**src/rtl/float_result_lcd_writer.sv**
```systemverilog
// Captures a 32-bit adder result and writes it to a 16x2 character LCD as 32 binary digits.
// Define LCD_PENDING_BUF_EN to queue one result that arrives mid-refresh instead of dropping it.
module float_result_lcd_writer #(
   parameter int INIT_WAIT_CYCLES = 750000,
   parameter int EN_PULSE_CYCLES  = 25,
   parameter int SETTLE_CYCLES    = 2500,
   parameter int CLEAR_CYCLES     = 100000
) (
   input  logic        clk,
   input  logic        rst_n,
   input  logic [31:0] result,
   input  logic        result_valid,
   output logic        busy,
   output logic        done,
   output logic [7:0]  lcd_data,
   output logic        lcd_rs,
   output logic        lcd_enable
);

   localparam logic [2:0] ST_WAIT_PWR = 3'd0;
   localparam logic [2:0] ST_INIT     = 3'd1;
   localparam logic [2:0] ST_IDLE     = 3'd2;
   localparam logic [2:0] ST_L1_ADDR  = 3'd3;
   localparam logic [2:0] ST_L1_CHARS = 3'd4;
   localparam logic [2:0] ST_L2_ADDR  = 3'd5;
   localparam logic [2:0] ST_L2_CHARS = 3'd6;
   localparam logic [2:0] ST_FINISH   = 3'd7;

   localparam logic [1:0] PH_SETUP = 2'd0;
   localparam logic [1:0] PH_PULSE = 2'd1;
   localparam logic [1:0] PH_HOLD  = 2'd2;

   localparam int MAX_A      = (INIT_WAIT_CYCLES > EN_PULSE_CYCLES) ? INIT_WAIT_CYCLES : EN_PULSE_CYCLES;
   localparam int MAX_B      = (SETTLE_CYCLES > CLEAR_CYCLES) ? SETTLE_CYCLES : CLEAR_CYCLES;
   localparam int MAX_CYCLES = (MAX_A > MAX_B) ? MAX_A : MAX_B;
   localparam int TIMER_W    = (MAX_CYCLES > 1) ? $clog2(MAX_CYCLES) : 1;

   localparam logic [TIMER_W-1:0] WAIT_LAST   = TIMER_W'(INIT_WAIT_CYCLES - 1);
   localparam logic [TIMER_W-1:0] PULSE_LAST  = TIMER_W'(EN_PULSE_CYCLES - 1);
   localparam logic [TIMER_W-1:0] SETTLE_LAST = TIMER_W'(SETTLE_CYCLES - 1);
   localparam logic [TIMER_W-1:0] CLEAR_LAST  = TIMER_W'(CLEAR_CYCLES - 1);

   logic [2:0]         state_reg, state_next;
   logic [1:0]         phase_reg, phase_next;
   logic [TIMER_W-1:0] timer_reg, timer_next;
   logic [1:0]         init_idx_reg, init_idx_next;
   logic [4:0]         bit_idx_reg, bit_idx_next;
   logic [31:0]        capture_reg, capture_next;
   logic [7:0]         lcd_data_reg;
   logic               lcd_rs_reg;
   logic               lcd_enable_reg;
   logic               settle_last;

`ifdef LCD_PENDING_BUF_EN
   logic               pend_valid_reg, pend_valid_next;
   logic [31:0]        pend_data_reg, pend_data_next;
`endif

   function automatic logic is_write_state(input logic [2:0] st);
      return st inside {ST_INIT, ST_L1_ADDR, ST_L1_CHARS, ST_L2_ADDR, ST_L2_CHARS};
   endfunction

   // {rs, data} presented on the bus for a given write state.
   function automatic logic [8:0] bus_word(input logic [2:0]  st,
                                           input logic [1:0]  ii,
                                           input logic [4:0]  bi,
                                           input logic [31:0] cap);
      logic [8:0] w;
      w = 9'h000;
      case (st)
         ST_INIT: begin
            case (ii)
               2'd0:    w = 9'h038;
               2'd1:    w = 9'h00C;
               2'd2:    w = 9'h006;
               default: w = 9'h001;
            endcase
         end
         ST_L1_ADDR:              w = 9'h080;
         ST_L2_ADDR:              w = 9'h0C0;
         ST_L1_CHARS, ST_L2_CHARS: w = {1'b1, 7'b0011000, cap[bi]};
         default:                 w = 9'h000;
      endcase
      return w;
   endfunction

   // The clear command needs a much longer settle than every other write.
   always_comb begin
      if (state_reg == ST_INIT && init_idx_reg == 2'd3) begin
         settle_last = (timer_reg == CLEAR_LAST);
      end else begin
         settle_last = (timer_reg == SETTLE_LAST);
      end
   end

   always_comb begin
      state_next    = state_reg;
      phase_next    = phase_reg;
      timer_next    = timer_reg;
      init_idx_next = init_idx_reg;
      bit_idx_next  = bit_idx_reg;
      capture_next  = capture_reg;
`ifdef LCD_PENDING_BUF_EN
      pend_valid_next = pend_valid_reg;
      pend_data_next  = pend_data_reg;
`endif
      case (state_reg)
         ST_WAIT_PWR: begin
            if (timer_reg == WAIT_LAST) begin
               state_next    = ST_INIT;
               phase_next    = PH_SETUP;
               timer_next    = '0;
               init_idx_next = 2'd0;
            end else begin
               timer_next = timer_reg + 1'b1;
            end
         end
         ST_IDLE: begin
            if (result_valid) begin
               capture_next = result;
               state_next   = ST_L1_ADDR;
               phase_next   = PH_SETUP;
               timer_next   = '0;
               bit_idx_next = 5'd31;
            end
         end
         ST_FINISH: begin
`ifdef LCD_PENDING_BUF_EN
            if (pend_valid_reg) begin
               capture_next    = pend_data_reg;
               pend_valid_next = 1'b0;
               state_next      = ST_L1_ADDR;
               phase_next      = PH_SETUP;
               timer_next      = '0;
               bit_idx_next    = 5'd31;
            end else begin
               state_next = ST_IDLE;
            end
`else
            state_next = ST_IDLE;
`endif
         end
         default: begin
            case (phase_reg)
               PH_SETUP: begin
                  phase_next = PH_PULSE;
                  timer_next = '0;
               end
               PH_PULSE: begin
                  if (timer_reg == PULSE_LAST) begin
                     phase_next = PH_HOLD;
                     timer_next = '0;
                  end else begin
                     timer_next = timer_reg + 1'b1;
                  end
               end
               default: begin
                  if (settle_last) begin
                     phase_next = PH_SETUP;
                     timer_next = '0;
                     case (state_reg)
                        ST_INIT: begin
                           if (init_idx_reg == 2'd3) begin
                              state_next = ST_IDLE;
                           end else begin
                              init_idx_next = init_idx_reg + 2'd1;
                           end
                        end
                        ST_L1_ADDR: state_next = ST_L1_CHARS;
                        ST_L1_CHARS: begin
                           bit_idx_next = bit_idx_reg - 5'd1;
                           if (bit_idx_reg == 5'd16) begin
                              state_next = ST_L2_ADDR;
                           end
                        end
                        ST_L2_ADDR: state_next = ST_L2_CHARS;
                        default: begin
                           // Bit 0 is the last character; the index stops there.
                           if (bit_idx_reg == 5'd0) begin
                              state_next = ST_FINISH;
                           end else begin
                              bit_idx_next = bit_idx_reg - 5'd1;
                           end
                        end
                     endcase
                  end else begin
                     timer_next = timer_reg + 1'b1;
                  end
               end
            endcase
`ifdef LCD_PENDING_BUF_EN
            if (result_valid && state_reg != ST_INIT) begin
               pend_valid_next = 1'b1;
               pend_data_next  = result;
            end
`endif
         end
      endcase
   end

   // Bus outputs are registered from the next-state values so they change only on clock edges.
   always_ff @(posedge clk or negedge rst_n) begin
      if (!rst_n) begin
         state_reg      <= ST_WAIT_PWR;
         phase_reg      <= PH_SETUP;
         timer_reg      <= '0;
         init_idx_reg   <= 2'd0;
         bit_idx_reg    <= 5'd31;
         capture_reg    <= 32'd0;
         lcd_data_reg   <= 8'd0;
         lcd_rs_reg     <= 1'b0;
         lcd_enable_reg <= 1'b0;
      end else begin
         state_reg      <= state_next;
         phase_reg      <= phase_next;
         timer_reg      <= timer_next;
         init_idx_reg   <= init_idx_next;
         bit_idx_reg    <= bit_idx_next;
         capture_reg    <= capture_next;
         {lcd_rs_reg, lcd_data_reg} <= bus_word(state_next, init_idx_next, bit_idx_next, capture_next);
         lcd_enable_reg <= is_write_state(state_next) && (phase_next == PH_PULSE);
      end
   end

`ifdef LCD_PENDING_BUF_EN
   always_ff @(posedge clk or negedge rst_n) begin
      if (!rst_n) begin
         pend_valid_reg <= 1'b0;
         pend_data_reg  <= 32'd0;
      end else begin
         pend_valid_reg <= pend_valid_next;
         pend_data_reg  <= pend_data_next;
      end
   end
`endif

   assign busy       = (state_reg != ST_IDLE);
   assign done       = (state_reg == ST_FINISH);
   assign lcd_data   = lcd_data_reg;
   assign lcd_rs     = lcd_rs_reg;
   assign lcd_enable = lcd_enable_reg;

endmodule

```
**config.mk**
```make
export PLATFORM = sky130hd
export DESIGN_NAME = float_result_lcd_writer
export DESIGN_NICKNAME = d
export VERILOG_FILES = /design/src/rtl/float_result_lcd_writer.sv
export SDC_FILE = /design/constraint.sdc
export NUM_CORES = 1
export LEC_CHECK = 0
export ABC_AREA = 1
export BUFFER_PORTS_ARGS = -buffer_cell sky130_fd_sc_hd__clkbuf_2
export CAP_MARGIN = 20
export CORE_MARGIN = 3
export CORE_UTILIZATION = 35
export DETAILED_ROUTE_END_ITERATION = 8
export SYNTH_ARGS = -nofsm -noshare
export SYNTH_HDL_FRONTEND = slang
export SYNTH_SLANG_ARGS = --single-unit
export TNS_END_PERCENT = 50
```
**constraint.sdc**
```tcl
create_clock -name clk -period 3.18 [get_ports clk]
set_input_delay 0.159 -clock clk [delete_from_list [all_inputs] [get_ports clk]]
set_output_delay 0.159 -clock clk [all_outputs]
set_load 0.05 [all_outputs]
```
-- Word-level counts from Yosys, hierarchy flattened
Cells that the tools add are included.
- register bits after elaboration: 74
- bits of input ports: 35
- output and inout port bits: 12
- word-level logic and storage cells: 90
- add/subtract/negate cells: 3
- $lt $le $gt $ge: 1
- equal/unequal tests: 23
- muxes and demuxes: 40
- bitwise operators: 1
- reductions and logical operators: 13
- operators with widths (cell ; count):
    20-bit 2-to-1 mux ; 4
    32-bit 2-to-1 mux ; 2
    20-bit case mux with 3 select lines ; 1
    20-bit case mux with 2 select lines ; 1
    9-bit case mux with 4 select lines ; 1
    3-bit 2-to-1 mux ; 7
    20-bit by 1-bit adder with 20-bit output, second input constant ; 1
    20-bit by 12-bit == test with 1-bit output, second input constant ; 1
    20-bit by 17-bit == test with 1-bit output, second input constant ; 1
    20-bit == test, second input constant ; 1
    20-bit by 5-bit == test with 1-bit output, second input constant ; 1
    5-bit 2-to-1 mux ; 4
    5-bit case mux with 2 select lines ; 2
    3-bit == test, second input constant ; 6
    2-bit 2-to-1 mux ; 9
    6-bit case mux with 3 select lines ; 1
    3-bit case mux with 4 select lines ; 1
    3-bit by 2-bit == test with 1-bit output, second input constant ; 3
    3-bit case mux with 3 select lines ; 1
    2-bit case mux with 2 select lines ; 2
    2-bit OR reduction ; 4
    2-bit by 1-bit == test with 1-bit output, second input constant ; 3
    3-bit by 1-bit == test with 1-bit output, second input constant ; 2
    5-bit by 6-bit < comparator with 1-bit output, second input constant ; 1
    other kinds (17) ; 21

-- Depth between registers and ports, before layout
Gate-level depths: netlist (run 1).
- word-level depth: 9
- depth in mapped cells: 20
- mapped depth without buffers: 19

-- Least setup slack after synthesis (run 1)
No wires, ideal clock.
- path kind: reg-to-reg
- start: register state_reg[1]
- end: register lcd_data_reg[3], in the netlist lcd_data[3]
- library setup time: 0.086 ns
- arrival: 2.282 ns
- data required time: 3.094 ns
- slack: 0.812 ns
- cell stages (with the launch flop): 16
- path buffers: 0
- clock period less this slack: 2.368 ns
- cells stage by stage: dfrtp_1 -> inv_2 -> nand2_1 -> nor2_2 -> nand2_1 -> o21ai_1 -> nand3_2 -> inv_2 -> nand2_1 -> nor2_1 -> inv_1 -> or2_0 -> a32oi_1 -> inv_1 -> ha_1 -> nor3_1
- word-level cells in the longest chain between the ends: 9
- elaborated cells on any way between the ends: 34
- classes of those cells: eq/ne: 13; mux: 16; reduce/logical: 5
- ends and longest elaborated chain (item ; RTL line ; source):
    start, declared ; 43 ; logic [2:0] state_reg, state_next;
    start signal, assigned ; 214 ; state_reg <= state_next;
    3-bit by 1-bit == test with 1-bit output ; 89, 161 ;
    1-bit logical AND ; 89 ; if (state_reg == ST_INIT && init_idx_reg == 2'd3) begin
    1-bit 2-to-1 mux ; 89 ;
    2-bit 2-to-1 mux ; 158 ; if (settle_last) begin
    2-bit 2-to-1 mux ; 144 ; case (phase_reg)
    2-bit case mux with 2 select lines * ; 107 ; case (state_reg)
    net init_idx_next[0] ; 46 ; logic [1:0] init_idx_reg, init_idx_next;
    2-bit == test, or another cell as far along ; 72 ; case (ii)
    6-bit case mux with 3 select lines * ; 72 ;
    9-bit case mux with 4 select lines * ; 70 ; case (st)
    end signal, assigned ; 220 ; {lcd_rs_reg, lcd_data_reg} <= bus_word(state_next, init_idx_next, bit_idx_next, capture_next);
    end, declared ; 49 ; logic [7:0] lcd_data_reg;
Mark *: on every way through the listed nets, which the timed path passes. The rest lies on a longest branch.
A chain may end at the register's enable or synchronous reset.

-- Worst setup path in the final report (run 1)
- start: register state_reg[1]
- end: register lcd_data_reg[0], in the netlist lcd_data[0]
The elaborated chain is that of the path after synthesis.

==> reports/results.tsv, run 1 <==
metric	value	unit
status	finished, final reports clean	
Pint	1.83	mW
Simple-Gate Fraction of Synth Area	0.363	
max_cap viols	0	
Syn Inst Count	547	
worst skew pair latency	0.34	ns
vias in the first global route	3598	
Clock Power Share	0.545	
layout cells sized above 1	0.192	
dpl cells	725	
TritonCTS Buffers	9	
Layout area overhead	17.8	%
critical path type	reg -> reg	
CTS tree	done	
Slew headroom	0.441	
synthesized area	4170	um2
HP Class	in -> reg	
vias per cell	4.97	
DP Area	4530	um2
vias	3687	
Die Y-Extent	115	um
# setup viols final	0	
path depth of the worst reg2reg path	16	
Critical Path RT	3.41	ns
min Tclk post-route	2.75	ns
initial DRC count	234	
max reg flops	32	
Root Buffer	clkbuf_16	
fillers	1161	
CP Launch Point	state_reg[1]$_DFF_PN0_	
die area	13300	um2
Comb power frac	0.035	
NetSw	0.446	mW
sw frac	0.196	
worst r2r src	state_reg[1]$_DFF_PN0_	
fin area	4920	um2
RR Endpoint	lcd_data[0]$_DFF_PN0_	
gr ovfl total	0	
area of the core	11500	um2
CP arrival	2.98	ns
antenna viol nets, final	0	
Net Count, Synth	590	
adder-cell share of the synthesized area	0.0240	
fin nets	637	
Avg WL per Cell	13.5	um
final core utilization	0.427	
combinational family with the most area after synthesis	simple AND/OR/NAND/NOR gates	
clk buf depth	2	
Mapped Avg Cell Area	7.63	um2
Seq/Total Area, Yosys	0.439	
initial antenna violation count	0	
router iterations before antenna repair	5	
Synth Register Bits	73	
Distinct cells, synth	43	
Port-buffer cells	46	
LEAKAGE	2.51	nW
commonest non-fill, non-tap cell in the layout	nand2_1	
Post-Layout Cell Count	742	
XOR/XNOR share of the synthesized area	0.0210	
die width	115	um
n_diodes	0	
Final period util	0.864	
worst vdd rail ir drop	0.325	mV
CTS H-tree depth	3	
setup_tns	0	ns
element type at the critical path end	flop	
clock skew	0.00682	ns
leading register cell type out of synthesis	dfrtp_1	
worst hold margin	0.0442	ns
HPWL Detailed	7410	um
initial core utilization	0.362	
top-level I/O count	47	
final hold vios	0	
Startpoint Class	flop	
first-pass GRT wire length	17400	um
synth warn	0	
Slew @ Worst Pin	0.838	ns
Synth async-reset ratio	1.00	
GRT Resource Usage Total	0.165	
Setup crit end	lcd_data[0]$_DFF_PN0_	
compound-cell area share of the yosys netlist	0.0807	
setup bufs post-CTS	0	
Residual DRC	0	
RSZ-0062 raised after global routing	false	
RD Place Congestion	0.825	
largest net degree at the start of global routing	37	
Total Wirelength	10000	um
leading cell types in the layout, fill and taps excluded	nand2_1, nand3_1, dfrtp_1	
row cnt	39	
worst-path fanout max	9	
Post-synth EDFFs	0	
mux share of post-synthesis cell area	0	
Worst-path clk slew	0.06	ns
Slew Viols, Final	0	
PwrDens	462	nW/um2
clock sinks	73	
maximum clock frequency	0.364	GHz
reg2reg setup slack	0.43	ns
Reg power frac	0.421	
## critical path, cell delays in order, from the launching register on
cell and delay [ns]:
dfrtp_1 0.42, inv_2 0.08, nand2_1 0.09, nor2_2 0.18, nand2_1 0.09, o21ai_1 0.22
nand3_2 0.21, inv_2 0.14, nand2_1 0.08, nor2_1 0.10, inv_1 0.05, or2_0 0.21
a32oi_2 0.23, inv_1 0.12, ha_1 0.23, nand4_1 0.12, nand2_1 0.06
## routing by layer
metal,track usage,vias up,part of all wire
met4,0.0642,0,0.016
li1,-,1876,-
met3,0.0411,10,0.055
met1,0.234,1698,0.50
met2,0.243,103,0.43
met5,0,-,0
## layout make-up
class	instances	area [um2]	share of cell area
multi-input combinational	399	2040	0.416
sequential	73	1830	0.373
timing repair buffer	50	263	0.0534
inverter	61	229	0.0466
clock buffer	9	225	0.0458
tap	143	179	0.0364
clock inverter	7	143	0.0290
## what timing repair did
action,in CTS,in global routing
hold endpoints to repair,34,0
hold buffers,1,0
setup endpoints to repair,0,1
gates resized for setup,0,1
## synthesized netlist by cell type, drive strengths merged, types with 5 or more instances
cell | instances | area share
nand2 | 184 | 0.17
nand3 | 73 | 0.092
dfrtp | 68 | 0.41
inv | 59 | 0.053
nor2 | 42 | 0.045
o21ai | 25 | 0.030
a21oi | 12 | 0.016
nor3 | 12 | 0.021
o22ai | 9 | 0.013
ha | 8 | 0.024
xor2 | 8 | 0.017
buf | 7 | 0.011
clkbuf | 7 | 0.0063
nand4 | 7 | 0.016
dfstp | 5 | 0.031
## power by group through the flow
| stage | sequential, mW | clock (mW) | combinational (mW) |
|---|---|---|---|
| 2_1_floorplan | 0.970 | 0 | 0.0283 |
| 3_3_place_gp | 0.971 | 0 | 0.0788 |
| 3_5_place_dp | 0.972 | 0 | 0.0800 |
| 4_1_cts | 0.955 | 1.27 | 0.0811 |
| 5_1_grt | 0.957 | 1.31 | 0.0927 |
| 6_report | 0.955 | 1.24 | 0.0787 |
## through the flow
step | power (mW) | setup WS, ns
after floorplan | 0.999 | 0.812
after global placement | 1.05 | 0.495
after detailed placement | 1.05 | 0.343
after CTS | 2.31 | 0.310
after global routing | 2.36 | 0.185
final | 2.27 | 0.432
## cell families after synthesis
group / Yosys count
xor+xnor: 10
fa+ha+maj: 8
compound gates: 57
simple gates: 324
buf+inv: 75
flops: 73
## how the worst min path moves through the flow
stage | from | endpoint | slack [ns] | cells past startpoint
after detailed placement | rst_n | timer_reg[19]$_DFFE_PN0P_ | 0.32 | 1
after CTS | result[11] | capture_reg[11]$_DFF_PN0_ | 0.03 | 3
after global routing | result[31] | capture_reg[31]$_DFF_PN0_ | 0.04 | 3
after global placement | rst_n | timer_reg[19]$_DFFE_PN0P_ | 0.30 | 1
after floorplan | rst_n | capture_reg[0]$_DFF_PN0_ | -0.14 | 0
final | result[11] | capture_reg[11]$_DFF_PN0_ | 0.04 | 3
Note: power is estimated with default switching activity, not from simulation.
==> run 2, diff against run 1 <==
CELL_PAD_IN_SITES_DETAIL_PLACEMENT = 1   (was not set)
CELL_PAD_IN_SITES_GLOBAL_PLACEMENT = 1   (was not set)
PLACE_DENSITY_LB_ADDON = 0.1   (was not set)
==> run 2 against run 1 <==
Net effect: the flow now finishes with violations (negative hold slack); combinational power fell by 2%; critical path depth did not move; final area fell by 0.76%; non-clock buffer count did not move; clock skew rose by 0.00053 ns; maximum frequency fell by 3.7%; cell count did not move; sequential power barely moved.
==> reports/results.tsv, run 2 (synthesis gave the netlist of run 1 again) <==
metric	value	unit	change
met1 wire length	5720	um	was 5000 um
TritonCTS Buffers	9		unchanged
Startpoint Class	flop		unchanged
die area	13300	um2	unchanged
clock skew	0.00736	ns	was 0.00682 ns
element type at the critical path end	flop		unchanged
CTS H-tree depth	3		unchanged
Buf/Inv on CP	4		unchanged
Port-buffer cells	46		unchanged
gr ovfl total	0		unchanged
met3 wire len	271	um	was 550 um
Slew Viols, Final	0		unchanged
HP Class	in -> async		was in -> reg
Avg WL per Cell	15.8	um	was 13.5 um
clock sinks	73		unchanged
fin nets	637		unchanged
Pint	1.70	mW	was 1.83 mW
commonest non-fill, non-tap cell in the layout	nand2_1		unchanged
Final period util	0.897		was 0.864
HPWL Detailed	8620	um	was 7410 um
layout cells sized above 1	0.194		was 0.192
n_diodes	0		unchanged
Critical Path RT	3.41	ns	about the same
initial core utilization	0.362		unchanged
antenna viol nets, final	0		unchanged
Layout area overhead	16.9	%	was 17.8%
min Tclk post-route	2.85	ns	was 2.75 ns
final hold vios	32		was 0
vias	3726		was 3687
CTS resizes	0		unchanged
critical-path cell list	inv_2 -> nand2_1 -> nor2_2 -> nand2_1 -> o21ai_1 -> nand3_2 -> inv_2 -> nand2_1 -> nor2_1 -> inv_1 -> or2_0 -> a32oi_2 -> inv_1 -> ha_1 -> nand4_1 -> nand2_1		unchanged
setup_tns	0	ns	unchanged
RD Place Congestion	0.839		was 0.825
WL met2	5470	um	was 4320 um
power consumption	2.17	mW	was 2.27 mW
final setup margin	0.327	ns	was 0.432 ns
initial antenna violation count	0		unchanged
Clock Power Share	0.524		was 0.545
Total Wirelength	11700	um	was 10000 um
fin area	4880	um2	was 4920 um2
Residual DRC	0		unchanged
first-pass GRT wire length	19900	um	was 17400 um
CP peak stage delay	0.42	ns	about the same
setup bufs post-CTS	0		unchanged
DP Area	4540	um2	was 4530 um2
Slew headroom	0.366		was 0.441
maximum clock frequency	0.351	GHz	was 0.364 GHz
max reg flops	32		unchanged
Worst-path clk slew	0.06	ns	about the same
largest net degree at the start of global routing	74		was 37
Slew @ Worst Pin	0.950	ns	was 0.838 ns
worst skew pair latency	0.34	ns	about the same
CP arrival	3.08	ns	was 2.98 ns
delay-heaviest family, CP	simple AND/OR/NAND/NOR gates		unchanged
CP Launch Point	state_reg[1]$_DFF_PN0_		unchanged
NetSw	0.463	mW	was 0.446 mW
CTS tree	done		unchanged
row cnt	39		unchanged
fillers	1469		was 1161
LEAKAGE	2.49	nW	was 2.51 nW
router iterations before antenna repair	4		was 5
worst vdd rail ir drop	0.336	mV	was 0.325 mV
# setup viols final	0		unchanged
worst slack, placed	0.246	ns	was 0.343 ns
highest metal used	met4		unchanged
clk buf depth	2		unchanged
status	finished with violations		was finished, final reports clean
worst-path fanout max	9		unchanged
cell mode on critical path	nand2_1		unchanged
GRT Resource Usage Total	0.192		was 0.165
area of the core	11500	um2	unchanged
PwrDens	444	nW/um2	was 462 nW/um2
top-level I/O count	47		unchanged
sw frac	0.214		was 0.196
worst r2r src	state_reg[1]$_DFF_PN0_		unchanged
max_cap viols	0		unchanged
failing checks	negative hold slack		
Die Y-Extent	115	um	unchanged
vias per cell	5.02		was 4.97
leading cell types in the layout, fill and taps excluded	nand2_1, nand3_1, dfrtp_1		unchanged
critical path type	reg -> reg		unchanged
slowest stage cell, crit path	dfrtp_1		unchanged
worst hold margin	-0.0431	ns	was 0.0442 ns
RSZ-0062 raised after global routing	false		unchanged
initial DRC count	175		was 234
Root Buffer	clkbuf_16		unchanged
Comb power frac	0.036		was 0.035
CTS Hold Bufs	0		was 1
die width	115	um	unchanged
vias in the first global route	3886		was 3598
Reg power frac	0.441		was 0.421
run 2: path summary, 6_finish.rpt:
check | cells after the start | slack (ns) | to
setup / recovery | 16 | 0.33 | lcd_data[0]$_DFF_PN0_
hold / removal | 1 | -0.04 | timer_reg[19]$_DFFE_PN0P_
setup reg to reg | 16 | 0.33 | lcd_data[0]$_DFF_PN0_
hold reg to reg | 2 | 0.47 | capture_reg[7]$_DFF_PN0_
max in group asynchronous | 1 | 2.59 | lcd_data[1]$_DFF_PN0_
min in group clk | 3 | 0.06 | capture_reg[28]$_DFF_PN0_
run 2: power by group through the flow:
stage | logic [mW] | registers (mW) | clock network [mW]
floorplan | 0.0283 | 0.970 | 0
global placement | 0.0797 | 0.971 | 0
detailed placement | 0.0807 | 0.972 | 0
CTS | 0.0817 | 0.955 | 1.17
global route | 0.0921 | 0.957 | 1.20
finish | 0.0774 | 0.955 | 1.14
run 2: cell type report:
class                           count  area [um2]  share of cell area
Sequential cell                    73        1830               0.376
Inverter                           61         229              0.0469
Multi-Input combinational cell    399        2040               0.419
Tap cell                          143         179              0.0367
Timing Repair Buffer               50         263              0.0539
Clock buffer                       11         253              0.0518
Clock inverter                      5        77.6              0.0159
run 2: per-layer routing:
metal / up-vias / track usage
met2: 49 / 0.308
met1: 1782 / 0.260
met4: 0 / 0.0743
li1: 1880 / -
met3: 15 / 0.0300
met5: - / 0
run 2: stage by stage:
stage	std cells	util	hold slack, ns
4_1_cts	742	0.423	0.0185
5_1_grt	742	0.424	0.0521
6_report	742	0.424	-0.0431
3_3_place_gp	726	0.394	0.379
3_5_place_dp	726	0.394	0.384
2_1_floorplan	547	-	-0.137
==> run 3, diff against run 2 <==
CTS_BUF_LIST = sky130_fd_sc_hd__clkbuf_8 sky130_fd_sc_hd__clkbuf_16   (was not set)
REMOVE_ABC_BUFFERS = 1   (was not set)
==> run 3 against run 2 <==
Net effect: the flow still finishes with violations (negative hold slack); hold slack gained 0.014 ns; count of clock-buffer cells in the layout is the same; register-to-register slack gained 0.02 ns; worst setup slack gained 0.017 ns; core utilization is essentially flat; final area is essentially flat; via count shrank 0.13%; critical path type unchanged.
==> reports/results.tsv, run 3 (synthesis gave the netlist of run 1 again) <==
metric	value	unit	change
HP Class	in -> async		unchanged
reg2reg setup slack	0.34	ns	was 0.33 ns
Slew @ Worst Pin	0.953	ns	was 0.950 ns
vias	3721		was 3726
fin nets	640		was 637
worst skew pair latency	0.34	ns	about the same
vias in the first global route	3900		was 3886
area of the core	11500	um2	unchanged
Port-buffer cells	46		unchanged
worst r2r src	state_reg[1]$_DFF_PN0_		unchanged
Slew headroom	0.365		was 0.366
Total Wirelength	11600	um	was 11700 um
register area	1830	um2	unchanged
HPWL Detailed	8610	um	was 8620 um
DP Area	4560	um2	was 4540 um2
Die Y-Extent	115	um	unchanged
Post-Layout Cell Count	745		was 742
commonest non-fill, non-tap cell in the layout	nand2_1		unchanged
element type at the critical path end	flop		unchanged
row cnt	39		unchanged
antenna viol nets, final	0		unchanged
clock sinks	73		unchanged
Root Buffer	clkbuf_16		unchanged
Slew Viols, Final	0		unchanged
fin area	4880	um2	about the same
PwrDens	423	nW/um2	was 444 nW/um2
largest net degree at the start of global routing	74		unchanged
vias per cell	4.99		was 5.02
Avg WL per Cell	15.5	um	was 15.8 um
CTS tree	done		unchanged
fillers	1458		was 1469
Critical Path RT	3.40	ns	was 3.41 ns
dpl cells	729		was 726
top-level I/O count	47		unchanged
final hold vios	49		was 32
RD Place Congestion	0.856		was 0.839
Residual DRC	0		unchanged
die width	115	um	unchanged
gr ovfl total	0		unchanged
Final period util	0.892		was 0.897
router iterations before antenna repair	4		unchanged
path depth of the worst reg2reg path	16		unchanged
worst-path fanout max	9		unchanged
initial core utilization	0.362		unchanged
RR Endpoint	lcd_data[0]$_DFF_PN0_		unchanged
# setup viols final	0		unchanged
status	finished with violations		unchanged
setup_tns	0	ns	unchanged
TritonCTS Buffers	9		unchanged
first-pass GRT wire length	19500	um	was 19900 um
Startpoint Class	flop		unchanged
RSZ-0062 raised after global routing	false		unchanged
worst vdd rail ir drop	0.273	mV	was 0.336 mV
max_cap viols	0		unchanged
setup bufs post-CTS	0		unchanged
max reg flops	32		unchanged
initial DRC count	154		was 175
critical path type	reg -> reg		unchanged
layout cells sized above 1	0.196		was 0.194
Layout area overhead	17.0	%	was 16.9%
leading cell types in the layout, fill and taps excluded	nand2_1, nand3_1, dfrtp_1		unchanged
maximum clock frequency	0.353	GHz	was 0.351 GHz
LEAKAGE	2.50	nW	was 2.49 nW
worst hold margin	-0.0289	ns	was -0.0431 ns
clock skew	0.00828	ns	was 0.00736 ns
Worst-path clk slew	0.06	ns	about the same
failing checks	negative hold slack		unchanged
min Tclk post-route	2.84	ns	was 2.85 ns
clk buf depth	2		unchanged
initial antenna violation count	0		unchanged
n_diodes	0		unchanged
CTS Hold Bufs	0		unchanged
CTS H-tree depth	3		unchanged
CP arrival	3.06	ns	was 3.08 ns
multi-input logic area	2050	um2	was 2040 um2
die area	13300	um2	unchanged
GRT Resource Usage Total	0.187		was 0.192
## run 3: cell types whose count changed in the layout (fill, tap and decap cells not counted), sizes merged
| cell | previous run | this run |
|---|---|---|
| buf | 5 | 8 |
| inv | 59 | 61 |
| clkinvlp | 1 | 0 |
| bufinv | 2 | 1 |
## run 3: routing by layer
metal	GRT usage	vias to the layer above	routed length, um
met4	0.0845	0	245
met5	0	-	0
li1	-	1887	-
met2	0.309	52	5620
met3	0.0368	19	353
met1	0.237	1763	5360
## run 3: worst max-delay path, cell delays in order, from the launching register on
cell and delay (ns):
dfrtp_1 0.42, inv_2 0.09, nand2_1 0.09, nor2_2 0.17, nand2_1 0.09, o21ai_1 0.27
nand3_4 0.18, inv_2 0.13, nand2_1 0.09, nor2_1 0.10, inv_1 0.06, or2_0 0.21
a32oi_2 0.25, inv_1 0.13, ha_1 0.24, nand4_1 0.14, nand2_1 0.07
## run 3: layout make-up
cell class,count,share of cell area
Multi-Input combinational cell,399,0.421
Tap cell,143,0.0367
Clock buffer,11,0.0518
Clock inverter,5,0.00974
Sequential cell,73,0.376
Timing Repair Buffer,53,0.0584
Inverter,61,0.0469
## run 3: worst max-delay path by stage
stage / from / cells after the start / end / slack [ns]
finish: state_reg[1]$_DFF_PN0_ / 16 / lcd_data[0]$_DFF_PN0_ / 0.34
global route: state_reg[1]$_DFF_PN0_ / 16 / lcd_data[0]$_DFF_PN0_ / 0.02
CTS: timer_reg[18]$_DFFE_PN0P_ / 16 / lcd_data[0]$_DFF_PN0_ / 0.17
detailed placement: timer_reg[18]$_DFFE_PN0P_ / 16 / lcd_data[0]$_DFF_PN0_ / 0.22
global placement: timer_reg[18]$_DFFE_PN0P_ / 16 / lcd_data[0]$_DFF_PN0_ / 0.35
floorplan: state_reg[2]$_DFF_PN0_ / 16 / lcd_data[0]$_DFF_PN0_ / 0.04
## run 3: where the power goes
group          switching [mW]  internal, mW
logic                  0.0483        0.0278
clock network           0.392         0.642
registers             0.00529         0.950
total                   0.446          1.62
## run 3: per-stage QoR
stage	hold slack, ns	power [mW]	worst slack (ns)	util
after floorplan	-0.137	0.999	0.0427	-
after global placement	0.372	1.05	0.353	0.396
after detailed placement	0.380	1.05	0.225	0.396
after CTS	0.00986	2.09	0.166	0.422
after global routing	0.0493	2.15	0.0227	0.424
final	-0.0289	2.07	0.344	0.424
## run 3: timing repair
item / in CTS / in global routing
setup endpoints to repair: 0 / 2
hold endpoints to repair: 0 / 0
gates resized for setup: 0 / 3
